==> src/rtl/tow_match.sv <==
// Tug-of-war match engine: synchronised press-edge inputs push a lit position
// across the LED field, rounds are scored and the match ends at WIN_ROUNDS.
module tow_match #(
    parameter int FIELD_W    = 9,
    parameter int WIN_ROUNDS = 3,
    parameter int SW_W       = $clog2(WIN_ROUNDS + 1)
) (
    input  logic               clk,
    input  logic               reset,
    input  logic               press_l,
    input  logic               press_r,
    output logic [FIELD_W-1:0] leds,
    output logic [SW_W-1:0]    score_l,
    output logic [SW_W-1:0]    score_r,
    output logic [1:0]         round_win,
    output logic [1:0]         winner,
    output logic [6:0]         hex_l,
    output logic [6:0]         hex_r
);

    localparam int                 PW       = $clog2(FIELD_W);
    localparam int                 CENTRE_I = (FIELD_W - 1) / 2;
    localparam logic [PW-1:0]      CENTRE   = PW'(CENTRE_I);
    localparam logic [PW-1:0]      MAX_POS  = PW'(FIELD_W - 1);
    localparam logic [SW_W-1:0]    WIN_CNT  = SW_W'(WIN_ROUNDS);
    localparam logic [FIELD_W-1:0] LEDS_RST = FIELD_W'(1) << CENTRE_I;

    typedef enum logic [1:0] {
        PLAY   = 2'd0,
        SCORED = 2'd1,
        DONE   = 2'd2
    } state_t;

    // Bit 1 carries the left player, bit 0 the right player.
    logic [1:0] meta_q, meta_d;
    logic [1:0] sync_q, sync_d;
    logic [1:0] prev_q, prev_d;
    logic [1:0] ev;
    logic       mv_l, mv_r;

    state_t             state_q, state_d;
    logic [PW-1:0]      pos_q, pos_d;
    logic [SW_W-1:0]    score_l_q, score_l_d;
    logic [SW_W-1:0]    score_r_q, score_r_d;
    logic [1:0]         round_win_q, round_win_d;
    logic [1:0]         winner_q, winner_d;
    logic [FIELD_W-1:0] leds_q, leds_d;

    function automatic logic [6:0] seg7(input logic [3:0] v);
        logic [6:0] s;
        case (v)
            4'd0:    s = 7'b1000000;
            4'd1:    s = 7'b1111001;
            4'd2:    s = 7'b0100100;
            4'd3:    s = 7'b0110000;
            4'd4:    s = 7'b0011001;
            4'd5:    s = 7'b0010010;
            4'd6:    s = 7'b0000010;
            4'd7:    s = 7'b1111000;
            4'd8:    s = 7'b0000000;
            4'd9:    s = 7'b0010000;
            default: s = 7'b1111111;
        endcase
        return s;
    endfunction

    // Field image for a given state; DONE lights the winner's half, centre dark.
    function automatic logic [FIELD_W-1:0] field_leds(input state_t st,
                                                      input logic [PW-1:0] p,
                                                      input logic [1:0] w);
        logic [FIELD_W-1:0] f;
        f = '0;
        case (st)
            PLAY:    f = FIELD_W'(1) << p;
            SCORED:  f = '0;
            default: begin
                for (int i = 0; i < FIELD_W; i++) begin
                    f[i] = (w[1] && (i > CENTRE_I)) || (w[0] && (i < CENTRE_I));
                end
            end
        endcase
        return f;
    endfunction

    always_comb begin
        meta_d = {press_l, press_r};
        sync_d = meta_q;
        prev_d = sync_q;
    end

    assign ev   = sync_q & ~prev_q;
    assign mv_l = ev[1] & ~ev[0];
    assign mv_r = ev[0] & ~ev[1];

    always_comb begin
        state_d     = state_q;
        pos_d       = pos_q;
        score_l_d   = score_l_q;
        score_r_d   = score_r_q;
        winner_d    = winner_q;
        round_win_d = 2'b00;
        unique case (state_q)
            PLAY: begin
                if (mv_l) begin
                    if (pos_q != MAX_POS) begin
                        pos_d = pos_q + PW'(1);
                    end else begin
                        score_l_d   = score_l_q + SW_W'(1);
                        round_win_d = 2'b10;
                        pos_d       = CENTRE;
                        if (score_l_d == WIN_CNT) begin
                            state_d  = DONE;
                            winner_d = 2'b10;
                        end else begin
                            state_d = SCORED;
                        end
                    end
                end else if (mv_r) begin
                    if (pos_q != '0) begin
                        pos_d = pos_q - PW'(1);
                    end else begin
                        score_r_d   = score_r_q + SW_W'(1);
                        round_win_d = 2'b01;
                        pos_d       = CENTRE;
                        if (score_r_d == WIN_CNT) begin
                            state_d  = DONE;
                            winner_d = 2'b01;
                        end else begin
                            state_d = SCORED;
                        end
                    end
                end
            end
            SCORED: begin
                state_d = PLAY;
                pos_d   = CENTRE;
            end
            default: begin
            end
        endcase
        leds_d = field_leds(state_d, pos_d, winner_d);
    end

    always_ff @(posedge clk or posedge reset) begin
        if (reset) begin
            meta_q      <= '0;
            sync_q      <= '0;
            prev_q      <= '0;
            state_q     <= PLAY;
            pos_q       <= CENTRE;
            score_l_q   <= '0;
            score_r_q   <= '0;
            round_win_q <= 2'b00;
            winner_q    <= 2'b00;
            leds_q      <= LEDS_RST;
        end else begin
            meta_q      <= meta_d;
            sync_q      <= sync_d;
            prev_q      <= prev_d;
            state_q     <= state_d;
            pos_q       <= pos_d;
            score_l_q   <= score_l_d;
            score_r_q   <= score_r_d;
            round_win_q <= round_win_d;
            winner_q    <= winner_d;
            leds_q      <= leds_d;
        end
    end

    assign leds      = leds_q;
    assign score_l   = score_l_q;
    assign score_r   = score_r_q;
    assign round_win = round_win_q;
    assign winner    = winner_q;
    assign hex_l     = seg7(4'(score_l_q));
    assign hex_r     = seg7(4'(score_r_q));

endmodule
==> config.mk <==
export PLATFORM = sky130hd
export DESIGN_NAME = tow_match
export DESIGN_NICKNAME = d
export VERILOG_FILES = /design/src/rtl/tow_match.sv
export SDC_FILE = /design/constraint.sdc
export NUM_CORES = 1
export LEC_CHECK = 0
export ABC_CLOCK_PERIOD_IN_PS = 2200
export CAP_MARGIN = 5
export CORE_MARGIN = 1.5
export CORE_UTILIZATION = 44
export DETAILED_ROUTE_END_ITERATION = 7
export GPL_TIMING_DRIVEN = 0
export PLACE_DENSITY = 0.77
export SYNTH_ARGS = -nofsm -noshare
export SYNTH_HDL_FRONTEND = slang
export SYNTH_SLANG_ARGS = --single-unit
==> constraint.sdc <==
create_clock -name clk -period 2.2 [get_ports clk]
set_input_delay 0.22 -clock clk [delete_from_list [all_inputs] [get_ports clk]]
set_output_delay 0.22 -clock clk [all_outputs]
set_load 0.01 [all_outputs]
-- After elaboration in Yosys (flattened, before gate mapping)
Index checks and enable logic that the tools add are counted.
- register bits after elaboration: 29
- input bits: 4
- output and inout port bits: 31
- logic and storage cells: 69
- add/sub/neg operators: 4
- equality and inequality tests: 11
- shift operators: 1
- multiplexer cells: 27
- bitwise gates (word level): 9
- reduce and logical (&&, ||, !) cells: 7
- operators with widths (operator ; number):
    7-bit case mux with 4 select lines ; 2
    2-bit two-way mux ; 16
    9-bit case mux with 2 select lines ; 1
    4-bit two-way mux ; 4
    2-bit == test, second input constant ; 6
    1-bit by 4-bit << shifter with 9-bit output, first input constant ; 1
    2-bit by 1-bit == test with 1-bit output, second input constant ; 4
    2-bit zero test ; 4
    4-bit case mux with 2 select lines ; 1
    1-bit NOT ; 5
    2-bit by 1-bit adder with 2-bit output, second input constant ; 2
    4-bit by 1-bit adder with 4-bit output, second input constant ; 1
    4-bit inequality test, second input constant ; 1
    2-bit case mux with 2 select lines ; 1
    4-bit AND reduction ; 1
    4-bit nonzero test ; 1
    4-bit by 1-bit subtractor with 4-bit output, second input constant ; 1
    3-bit AND reduction ; 1
    1-bit bitwise AND ; 2
    2-bit bitwise AND ; 1
    1-bit two-way mux ; 2
    2-bit NOT ; 1

-- Longest topological paths before layout
Gate-level depths: netlist of run 1.
- word-level depth: 9
- gate-level depth with buffers: 9
- depth with buffers taken out: 8

-- Worst setup path before layout of run 1
No wires, ideal clock.
- kind: reg-to-reg
- start point: register pos_q[0]
- end point: register leds_q[5], in the netlist leds[5]
- library setup time: 141 ps
- arrival time: 2078 ps
- required time: 2059 ps
- setup slack: -20 ps
- cell stages (with the launch flop): 9
- buffers on the path: 1
- period minus slack after synthesis: 2220 ps
- cell sequence: dfrtp_1 clkbuf_1 inv_1 ha_1 or4b_1 nor4_1 a311oi_1 o2111ai_1 o31ai_1
- longest elaborated chain between the ends: 7
- elaborated cells between the ends (all ways): 23
- those cells by class: add/sub (2); eq/ne (2); shift (1); mux (16); reduce/logical (2)
- ends and longest elaborated chain (what ; line ; text):
    start: declaration ; 42 ; logic [PW-1:0] pos_q, pos_d;
    start signal: assignment ; 161 ; pos_q <= pos_d;
    4-bit by 1-bit subtractor with 4-bit output / 4-bit nonzero test (equally long branches) ; 120, 119 ;
    4-bit two-way mux / 2-bit two-way mux (equally long branches) ; 119 ; if (pos_q != '0) begin
    4-bit two-way mux / 2-bit two-way mux (equally long branches) ; 118 ; end else if (mv_r) begin
    4-bit two-way mux / 2-bit two-way mux (equally long branches) ; 104 ; if (mv_l) begin
    4-bit case mux with 2 select lines / 2-bit case mux with 2 select lines (equally long branches) ; 102 ; unique case (state_q)
    1-bit by 4-bit << shifter with 9-bit output (tied with other cells) ; 74 ; PLAY: f = FIELD_W'(1) << p;
    9-bit case mux with 2 select lines * ; 73 ; case (st)
    named net leds_d[5] ; 47 ; logic [FIELD_W-1:0] leds_q, leds_d;
    end signal: assignment ; 166 ; leds_q <= leds_d;
    end: declaration ; 47 ;
The timed path passes the listed nets; every way through them passes the cells marked *.
A chain may end at the register's enable or synchronous reset.

-- Worst setup path after layout of run 1
- start point: register pos_q[2]
- end point: register leds_q[2], in the netlist leds[2]
The elaborated chain is that of the path after synthesis.

==> run summary, run 1 <==
Post-Synth Simple-Gate Area = 16.41%
Synth Area in XOR/XNOR = 1.154%
synth cell count leaders = dfrtp_1, inv_1, ha_1
worst-skew pair later-pin latency = 0.33 ns
reg2reg end = leds[2]
Antenna Cells = 0
CP max stage cell = dfstp_2
maximum fanout along the worst path = 8
Reg clk slew, reported paths = 0.09 ns
min Tclk post-route = 2.095 ns
H-tree levels = 2
final slew viol count = 0
Detail Route Antenna Nets = 0
critical path required time = 2.39 ns
GR Util All Layers = 18.69%
Worst Setup End Kind = register
first-pass GRT wire length = 5.168 mm
Critical R2R Launch = pos_q[2]
Initial Util = 45.84%
met1 Resource Use GR = 21.70%
most used routing layer = met2
Die Ht = 61.73 microns
initial antenna violation count = 0
CTS tree = done
setup violators final = 0
synthesized flop and latch total = 29
Mapped Cells = 148
FILL cells = 300
Core Box Area = 0.003311 sq mm
Critical path destination = leds[2]
Initial DRC Count = 50
synth unique cells = 45
Main synth FF type = dfrtp_1
Area Growth Syn to Fin = 37.51%
outcome = finished clean
Hold Crit Class = in -> reg
TritonCTS buffer count = 5
Critical Path Source Type = register
post-synth top area cell = dfrtp_1
routed len/inst = 13.94 microns
Post-synth EDFFs = 0
hold bufs inserted after CTS = 0
pwr dens = 1216 mW/mm^2
Routed WL = 3.332 mm
post-synthesis compound-gate area fraction = 18.55%
First-pass DRT Iterations = 4
crit-path cells = nor3_1 > a41o_1 > a31o_2 > o211ai_1 > o41ai_1
final-stage net count = 206
post-route insts no fill = 239
share of cells above drive strength 1 = 21.24%
FMAX = 477.3 MHz
max-cap violations = 0
Hold WS = 0.3263 ns
sequential area share after synthesis = 47.98%
post-synthesis mux area share = 0%
global route overflow = 0
adder-cell share of the synthesized area = 8.244%
Worst R2R Setup Slack = 0.11 ns
Vias/cell = 5.385
CP peak stage delay = 0.66 ns
Period Utilization, post-route = 95.23%
routability congestion estimate = 0.8433
Clock Sinks = 29
crit path from = pos_q[2]
synth warn = 0
Setup CP Type = reg -> reg
largest family of logic cells by synthesized area = compound AO/OA/AOI/OAI gates
Slew Limit Headroom = 28.13%
number of port buffers = 32
Worst EP arrival = 2.28 ns
highest ir drop seen on vdd = 0.0005575 V
Synth area leaders = dfrtp_1, ha_1, o41ai_1
M2 GR Usage = 33.08%
clock skew = 0.007226 ns
die width = 61.73 microns
met3 Usage GRT = 5.797%
top-area cell type share of the netlist area = 44.52%
Syn Std Cell Area = 0.001518 sq mm
maximum clock path buffer count = 2
num rows = 21
post-detail-place hpwl = 2.306 mm
cell count after placement = 227
number of global-route vias before repair = 1143
Slew @ Worst Pin = 1.077 ns
Hold Violations, Final = 0
syn_area_per_cell = 10.25 sq um
DRC errors left = 0
most common cell in the synthesized netlist = dfrtp_1
Root Driver = clkbuf_4
DR vias = 1287
static leakage = 0.9435 nW
die area = 0.003811 sq mm
largest net degree at the start of global routing = 30
Post-synth ARST share = 100.0%
I/O Pins = 35
worst r2r path cells = 5
[state kept, by name (all words and copies together) (netlist names)]
name / count
pos_q: 4
state_q: 2
winner: 2
round_win: 2
score_r: 2
meta_q: 2
leds: 9
prev_q: 2
prev_d: 2
score_l: 2
[cell families after synthesis]
group                      Yosys count
DFF                                 29
adders and majority gates           10
other                                1
AOI/OAI and AO/OA                   35
and+or+nand+nor                     46
xor gates and xnor gates             2
buffers and inverters               25
[worst min-delay path by stage]
stage / start / to / slack [ns] / depth (start not counted)
global placement: meta_q[1] / prev_d[1] / 0.33 / 0
CTS: press_l / meta_q[1] / 0.32 / 1
finish: press_l / meta_q[1] / 0.33 / 1
detailed placement: meta_q[1] / prev_d[1] / 0.33 / 0
global route: press_r / meta_q[0] / 0.30 / 1
floorplan: press_r / meta_q[0] / 0.25 / 0
[layout make-up]
class                   instances  area (sq um)  share of cell area, %
clock inverters                 1         30.03                  1.439
clock buffers                   7         55.05                  2.638
plain buffers                   8         50.05                  2.398
repair buffers                 37         357.8                  17.15
inverters                      16         60.06                  2.878
multi-input cells              95         745.7                  35.73
flip-flops and latches         29         730.7                  35.01
well taps                      46         57.56                  2.758
[through the flow]
| step | setup slack [ns] | utilization (%) | instance area (sq um) | power, mW | TNS [ns] |
|---|---|---|---|---|---|
| 6_report | 0.1050 | 63.04 | 2087 | 2.539 | 0 |
| 5_1_grt | -0.01498 | 63.04 | 2087 | 2.724 | -0.01717 |
| 4_1_cts | 0.02968 | 61.38 | 2032 | 2.464 | 0 |
| 3_5_place_dp | -0.3185 | 57.56 | 1906 | 1.964 | -2.002 |
| 3_3_place_gp | -0.2722 | 57.56 | 1906 | 1.933 | -1.730 |
| 2_1_floorplan | 0.02751 | - | 1528 | 1.457 | 0 |
[where the power goes]
group	switching (mW)	leakage, nW	internal [mW]
clock	0.184	0.0455	0.271
sequential	0.123	0.369	0.661
combinational	0.638	0.529	0.661
[critical path, delay by kind of cell, from the launching register on]
kind | cells | cell delay, ns
DFF | 1 | 0.66
AOI/OAI and AO/OA | 4 | 1.18
and+or+nand+nor | 1 | 0.11
[per-layer routing]
| layer | part of all wire (%) | wire length, microns |
|---|---|---|
| met3 | 5.8 | 193 |
| met1 | 41 | 1373 |
| met4 | 1.2 | 41 |
| met5 | 0 | 0 |
| met2 | 52 | 1723 |
[cell usage in the layout, fill, tap and decap left out, drive strengths merged, types with 2 or more instances in the layout]
| master | synthesis | final |
|---|---|---|
| a211oi | 2 | 2 |
| a21oi | 2 | 2 |
| a311oi | 2 | 2 |
| buf | 7 | 12 |
| clkbuf | 2 | 8 |
| clkdlybuf4s50 | 0 | 32 |
| conb | 1 | 2 |
| dfrtp | 27 | 27 |
| dfstp | 2 | 2 |
| ha | 10 | 10 |
| inv | 16 | 16 |
| nand2 | 9 | 9 |
| nand2b | 3 | 3 |
| nand3 | 4 | 4 |
| nand4 | 2 | 2 |
| nor2 | 9 | 9 |
| nor2b | 2 | 2 |
| nor3 | 4 | 4 |
| nor4 | 3 | 3 |
| o21ai | 7 | 7 |
| o31ai | 2 | 2 |
| o41ai | 7 | 7 |
| or2 | 4 | 4 |
| xnor2 | 2 | 2 |
[timing repair]
item / CTS / global route
resized for setup: 7 / 8
buffers inserted: 2 / 3
pin swaps: 1 / 4
endpoints found under the setup margin: 11 / 9
No activity file was read; power rests on OpenSTA's default activity.
==> run 2, diff against run 1 <==
==> config.mk (replaced) <==
export PLATFORM = sky130hd
export DESIGN_NAME = tow_match
export DESIGN_NICKNAME = d
export VERILOG_FILES = /design/src/rtl/tow_match.sv
export SDC_FILE = /design/constraint.sdc
export NUM_CORES = 1
export LEC_CHECK = 0
export CAP_MARGIN = 5
export CELL_PAD_IN_SITES_DETAIL_PLACEMENT = 1
export CELL_PAD_IN_SITES_GLOBAL_PLACEMENT = 2
export CORE_MARGIN = 1.5
export CORE_UTILIZATION = 28
export DETAILED_ROUTE_END_ITERATION = 7
export GPL_TIMING_DRIVEN = 0
export PLACE_DENSITY = 0.79
export SYNTH_ARGS = -nofsm -noshare
export SYNTH_HDL_FRONTEND = slang
export SYNTH_SLANG_ARGS = --single-unit
==> run 2 against run 1 <==
Sequential power up 0.9%; hold slack improved by 0.020 ns; via count up 2.3%; sequential share of layout area is 2.6 points lower; register-to-register slack about the same; design area up 7.9%; global-route usage decreased by 3.0 points; critical path type unchanged; largest power group unchanged.
==> run summary, run 2 (synthesis results as in run 1) <==
Hold Violations, Final = 0 (unchanged)
Worst EP arrival = 2.26 ns (was 2.28 ns)
DRC errors left = 0 (unchanged)
maximum fanout along the worst path = 7 (was 8)
GR Util All Layers = 15.65% (was 18.69%)
post-route insts no fill = 267 (was 239)
DR vias = 1317 (was 1287)
Reg clk slew, reported paths = 0.06 ns (was 0.09 ns)
most common cell after layout, fill and taps aside = clkdlybuf4s50_1 (unchanged)
outcome = finished clean (unchanged)
Antenna Cells = 0 (unchanged)
H-tree levels = 2 (unchanged)
Critical Path Source Type = register (unchanged)
Setup WS post-layout = 0.1047 ns (was 0.1050 ns)
Clock Sinks = 29 (unchanged)
critical path required time = 2.37 ns (was 2.39 ns)
Vias/cell = 4.933 (was 5.385)
num rows = 26 (was 21)
largest net degree at the start of global routing = 30 (unchanged)
CTS tree = done (unchanged)
First-pass DRT Iterations = 4 (unchanged)
Place WS = -0.4098 ns (was -0.3185 ns)
Detail Route Antenna Nets = 0 (unchanged)
Worst Setup End Kind = register (unchanged)
die width = 76.63 microns (was 61.73 microns)
routed len/inst = 16.11 microns (was 13.94 microns)
worst-skew pair later-pin latency = 0.27 ns (was 0.33 ns)
static leakage = 0.9914 nW (was 0.9435 nW)
Die Ht = 76.63 microns (was 61.73 microns)
I/O Pins = 35 (unchanged)
FILL cells = 571 (was 300)
clock skew = 0.002781 ns (was 0.007226 ns)
Setup CP Type = reg -> reg (unchanged)
Root Driver = clkbuf_8 (was clkbuf_4)
CP bufs+invs = 3 (was 0)
post-detail-place hpwl = 3.221 mm (was 2.306 mm)
die area = 0.005871 sq mm (was 0.003811 sq mm)
min Tclk post-route = 2.095 ns (about the same)
max-cap violations = 0 (unchanged)
CP delay by family, top = compound AO/OA/AOI/OAI gates (unchanged)
final slew viol count = 0 (unchanged)
setup violators final = 0 (unchanged)
TritonCTS buffer count = 5 (unchanged)
number of port buffers = 32 (unchanged)
CP max stage cell = dfrtp_2 (was dfstp_2)
max reg flops = 9 (unchanged)
first-pass GRT wire length = 7.196 mm (was 5.168 mm)
Initial Util = 29.34% (was 45.84%)
final instance area = 0.002252 sq mm (was 0.002087 sq mm)
routability congestion estimate = 0.8198 (was 0.8433)
FMAX = 477.3 MHz (about the same)
Area Growth Syn to Fin = 48.39% (was 37.51%)
most frequent cells in the layout = clkdlybuf4s50_1, dfrtp_1, inv_1, buf_4 (was clkdlybuf4s50_1, dfrtp_1, inv_1)
Slew Limit Headroom = 24.90% (was 28.13%)
fin util = 43.54% (was 63.04%)
final-stage net count = 210 (was 206)
global route overflow = 0 (unchanged)
highest ir drop seen on vdd = 0.0004582 V (was 0.0005575 V)
CP peak stage delay = 0.43 ns (was 0.66 ns)
Period Utilization, post-route = 95.24% (was 95.23%)
Slew @ Worst Pin = 1.125 ns (was 1.077 ns)
cell count after placement = 251 (was 227)
Cell Area, Placed = 0.001936 sq mm (was 0.001906 sq mm)
share of cells above drive strength 1 = 27.41% (was 21.24%)
pwr dens = 1253 mW/mm^2 (was 1216 mW/mm^2)
crit-path cells = inv_1 > ha_4 > nor3b_4 > o31a_1 > a221oi_4 > buf_6 > inv_2 > o41ai_2 (was nor3_1 > a41o_1 > a31o_2 > o211ai_1 > o41ai_1)
Initial DRC Count = 76 (was 50)
Core Box Area = 0.005172 sq mm (was 0.003311 sq mm)
number of global-route vias before repair = 1452 (was 1143)
initial antenna violation count = 0 (unchanged)
maximum clock path buffer count = 2 (unchanged)
Hold Crit Class = reg -> reg (was in -> reg)
Routed WL = 4.302 mm (was 3.332 mm)
## run 2: power by group
group,total [mW],switching (mW),internal [mW]
combinational,1.47,0.739,0.729
clock,0.562,0.193,0.369
sequential,0.792,0.131,0.662
total,2.82,1.06,1.76
## run 2: final timing paths
kind | start | to | slack [ns] | depth (start not counted)
min reg2reg | meta_q[1] | prev_d[1] | 0.35 | 0
min | meta_q[1] | prev_d[1] | 0.35 | 0
max reg2reg | pos_q[1] | leds[3] | 0.10 | 8
max in group asynchronous | reset | pos_q[1] | 0.91 | 2
max | pos_q[1] | leds[3] | 0.10 | 8
min in group asynchronous | reset | leds[3] | 0.54 | 2
## run 2: what timing repair did
| item | in CTS | in global routing |
|---|---|---|
| resized for setup | 17 | 14 |
| pin swaps | 5 | 5 |
| endpoints found under the hold margin | 0 | 0 |
| hold buffers | 0 | 0 |
| buffers inserted | 6 | 2 |
| setup endpoints to repair | 16 | 10 |
## run 2: stage by stage
stage                TNS (ns)  total power, mW  hold slack [ns]
finish                      0            2.822           0.3466
global route        -0.003580            3.003           0.3698
detailed placement     -3.218            2.026           0.3358
CTS                         0            2.724           0.3502
global placement       -2.524            1.972           0.3396
floorplan                   0            1.457           0.2514
## run 2: final cells by class
cell class	count	area, sq um	share of cell area [%]
clock inverter	1	30.03	1.333
inverter	16	63.81	2.833
timing repair buffer	40	384.1	17.06
buffer	9	65.06	2.889
sequential	29	729.5	32.39
tap	70	87.58	3.889
multi-input combinational	95	805.8	35.78
clock buffer	7	86.33	3.833
## run 2: routing by layer
metal	GRT usage [%]	wire length [microns]	vias to the layer above	part of all wire, %
met5	0	0	-	0
met4	6.852	76	0	1.8
met3	2.994	74	4	1.7
met2	27.41	2252	15	52
met1	18.54	1898	681	44
li1	-	-	617	-
==> run 3, diff against run 2 <==
--- a/config.mk
+++ b/config.mk
@@ -13,6 +13,7 @@
 export DETAILED_ROUTE_END_ITERATION = 7
 export GPL_TIMING_DRIVEN = 0
 export PLACE_DENSITY = 0.79
+export SLEW_MARGIN = 20
 export SYNTH_ARGS = -nofsm -noshare
 export SYNTH_HDL_FRONTEND = slang
 export SYNTH_SLANG_ARGS = --single-unit
==> run 3 against run 2 <==
Non-clock buffer count stayed put; sequential power barely moved; hold slack worse by 0.0043 ns; power is essentially flat; fmax unchanged; global-route usage unchanged; first-iteration DRC count is the same; final cell count stayed put; clock skew unchanged; sequential cell count is the same; critical path type unchanged; setup slack is the same; highest routed layer unchanged.
==> run summary, run 3 (synthesis results as in run 1) <==
min Tclk post-route = 2.095 ns (unchanged)
Switch Pwr = 1.063 mW (was 1.062 mW)
Root Driver = clkbuf_8 (unchanged)
worst-skew pair later-pin latency = 0.27 ns (about the same)
Reg clk slew, reported paths = 0.06 ns (about the same)
crit-path cells = inv_1 > ha_4 > nor3b_4 > o31a_1 > a221oi_4 > buf_6 > inv_2 > o41ai_2 (unchanged)
Setup CP Type = reg -> reg (unchanged)
Routed WL = 4.302 mm (unchanged)
FMAX = 477.3 MHz (unchanged)
first-pass GRT wire length = 7.196 mm (unchanged)
initial antenna violation count = 0 (unchanged)
TritonCTS buffer count = 5 (unchanged)
Hold Violations, Final = 0 (unchanged)
Worst R2R Setup Slack = 0.10 ns (about the same)
Period Utilization, post-route = 95.24% (unchanged)
CP bufs+invs = 3 (unchanged)
final-stage net count = 210 (unchanged)
Place WS = -0.4098 ns (unchanged)
switching share of power = 37.66% (was 37.65%)
routed len/inst = 16.11 microns (unchanged)
Flop pwr share = 28.1% (about the same)
CP peak stage delay = 0.43 ns (about the same)
post-detail-place hpwl = 3.221 mm (unchanged)
final slew viol count = 0 (unchanged)
H-tree levels = 2 (unchanged)
outcome = finished clean (unchanged)
global route overflow = 0 (unchanged)
Worst EP arrival = 2.26 ns (about the same)
Antenna Cells = 0 (unchanged)
Slew Limit Headroom = 58.74% (was 24.90%)
worst r2r path cells = 8 (unchanged)
DRC errors left = 0 (unchanged)
max-cap violations = 0 (unchanged)
Clock Sinks = 29 (unchanged)
Initial Util = 29.34% (unchanged)
reg2reg end = leds[3] (unchanged)
die width = 76.63 microns (unchanged)
CP delay by family, top = compound AO/OA/AOI/OAI gates (unchanged)
Critical path destination = leds[3] (unchanged)
Area Growth Syn to Fin = 48.39% (unchanged)
die area = 0.005871 sq mm (unchanged)
maximum fanout along the worst path = 7 (unchanged)
clock skew = 0.002781 ns (unchanged)
number of global-route vias before repair = 1452 (unchanged)
largest net degree at the start of global routing = 30 (unchanged)
GR Util All Layers = 15.65% (unchanged)
share of cells above drive strength 1 = 27.92% (was 27.41%)
CTS tree = done (unchanged)
most frequent cells in the layout = clkdlybuf4s50_1, dfrtp_1, inv_1, buf_4 (unchanged)
Initial DRC Count = 76 (unchanged)
maximum clock path buffer count = 2 (unchanged)
num rows = 26 (unchanged)
Hold WS = 0.3423 ns (was 0.3466 ns)
routability congestion estimate = 0.8198 (unchanged)
Worst path depth = 8 (unchanged)
First-pass DRT Iterations = 4 (unchanged)
most common cell after layout, fill and taps aside = clkdlybuf4s50_1 (unchanged)
P_int = 1.759 mW (about the same)
max reg flops = 9 (unchanged)
Setup WS post-layout = 0.1047 ns (unchanged)
setup violators final = 0 (unchanged)
Clock power frac = 19.9% (about the same)
Core Box Area = 0.005172 sq mm (unchanged)
static leakage = 0.9903 nW (was 0.9914 nW)
Die Ht = 76.63 microns (unchanged)
DR vias = 1317 (unchanged)
highest ir drop seen on vdd = 0.0004582 V (about the same)
Worst Setup End Kind = register (unchanged)
I/O Pins = 35 (unchanged)
Comb pwr share = 52.0% (about the same)
crit path from = pos_q[1] (unchanged)
Critical R2R Launch = pos_q[1] (unchanged)
Detail Route Antenna Nets = 0 (unchanged)
Hold Crit Class = in -> async (was reg -> reg)
number of port buffers = 32 (unchanged)
CP max stage cell = dfrtp_2 (unchanged)
critical path required time = 2.37 ns (about the same)
Critical Path Source Type = register (unchanged)
pwr dens = 1253 mW/mm^2 (about the same)
Vias/cell = 4.933 (unchanged)
Slew @ Worst Pin = 0.6180 ns (was 1.125 ns)
-- run 3: cell counts in the layout (fill, tap and decap cells not counted) --
No cell type changed its count.
-- run 3: area by class of cell --
cell class,instances,area (sq um)
Buffer,9,65.06
Clock buffer,7,86.33
Clock inverter,1,30.03
Fill cell,571,2920
Inverter,16,63.81
Multi-Input combinational cell,95,805.8
Sequential cell,29,729.5
Tap cell,70,87.58
Timing Repair Buffer,40,384.1
-- run 3: power groups by stage --
stage	logic, mW	clock network (mW)	registers, mW
3_3_place_gp	1.20	0	0.773
4_1_cts	1.37	0.578	0.779
5_1_grt	1.58	0.606	0.813
3_5_place_dp	1.24	0	0.784
2_1_floorplan	0.673	0	0.784
6_report	1.47	0.562	0.792
-- run 3: what timing repair did --
item / 4_1_cts / 5_1_grt
gates cloned: 0 / 0
hold buffers: 0 / 0
pin swaps: 5 / 5
endpoints found under the setup margin: 16 / 10
resized for setup: 17 / 14
buffers inserted: 6 / 2
-- run 3: worst min path at each step --
| stage | endpoint |
|---|---|
| after floorplan | meta_q[0] |
| after global placement | prev_d[1] |
| after detailed placement | prev_d[1] |
| after CTS | prev_d[1] |
| after global routing | prev_d[0] |
| final | leds[3] |
-- run 3: layer usage --
layer | global-route usage [%] | wire, microns | vias up | part of all wire [%]
met1 | 18.54 | 1898 | 681 | 44
met2 | 27.41 | 2252 | 15 | 52
met5 | 0 | 0 | - | 0
li1 | - | - | 617 | -
met3 | 2.994 | 74 | 4 | 1.7
met4 | 6.852 | 76 | 0 | 1.8
-- run 3: metrics by stage --
| step | std cells | TNS (ns) | area (sq um) | utilization (%) | total power [mW] |
|---|---|---|---|---|---|
| after floorplan | 149 | 0 | 1528 | - | 1.457 |
| after global placement | 251 | -2.524 | 1936 | 37.42 | 1.972 |
| after detailed placement | 251 | -3.218 | 1936 | 37.42 | 2.026 |
| after CTS | 265 | 0 | 2176 | 42.07 | 2.724 |
| after global routing | 267 | -0.003580 | 2252 | 43.54 | 3.004 |
| final | 267 | 0 | 2252 | 43.54 | 2.822 |
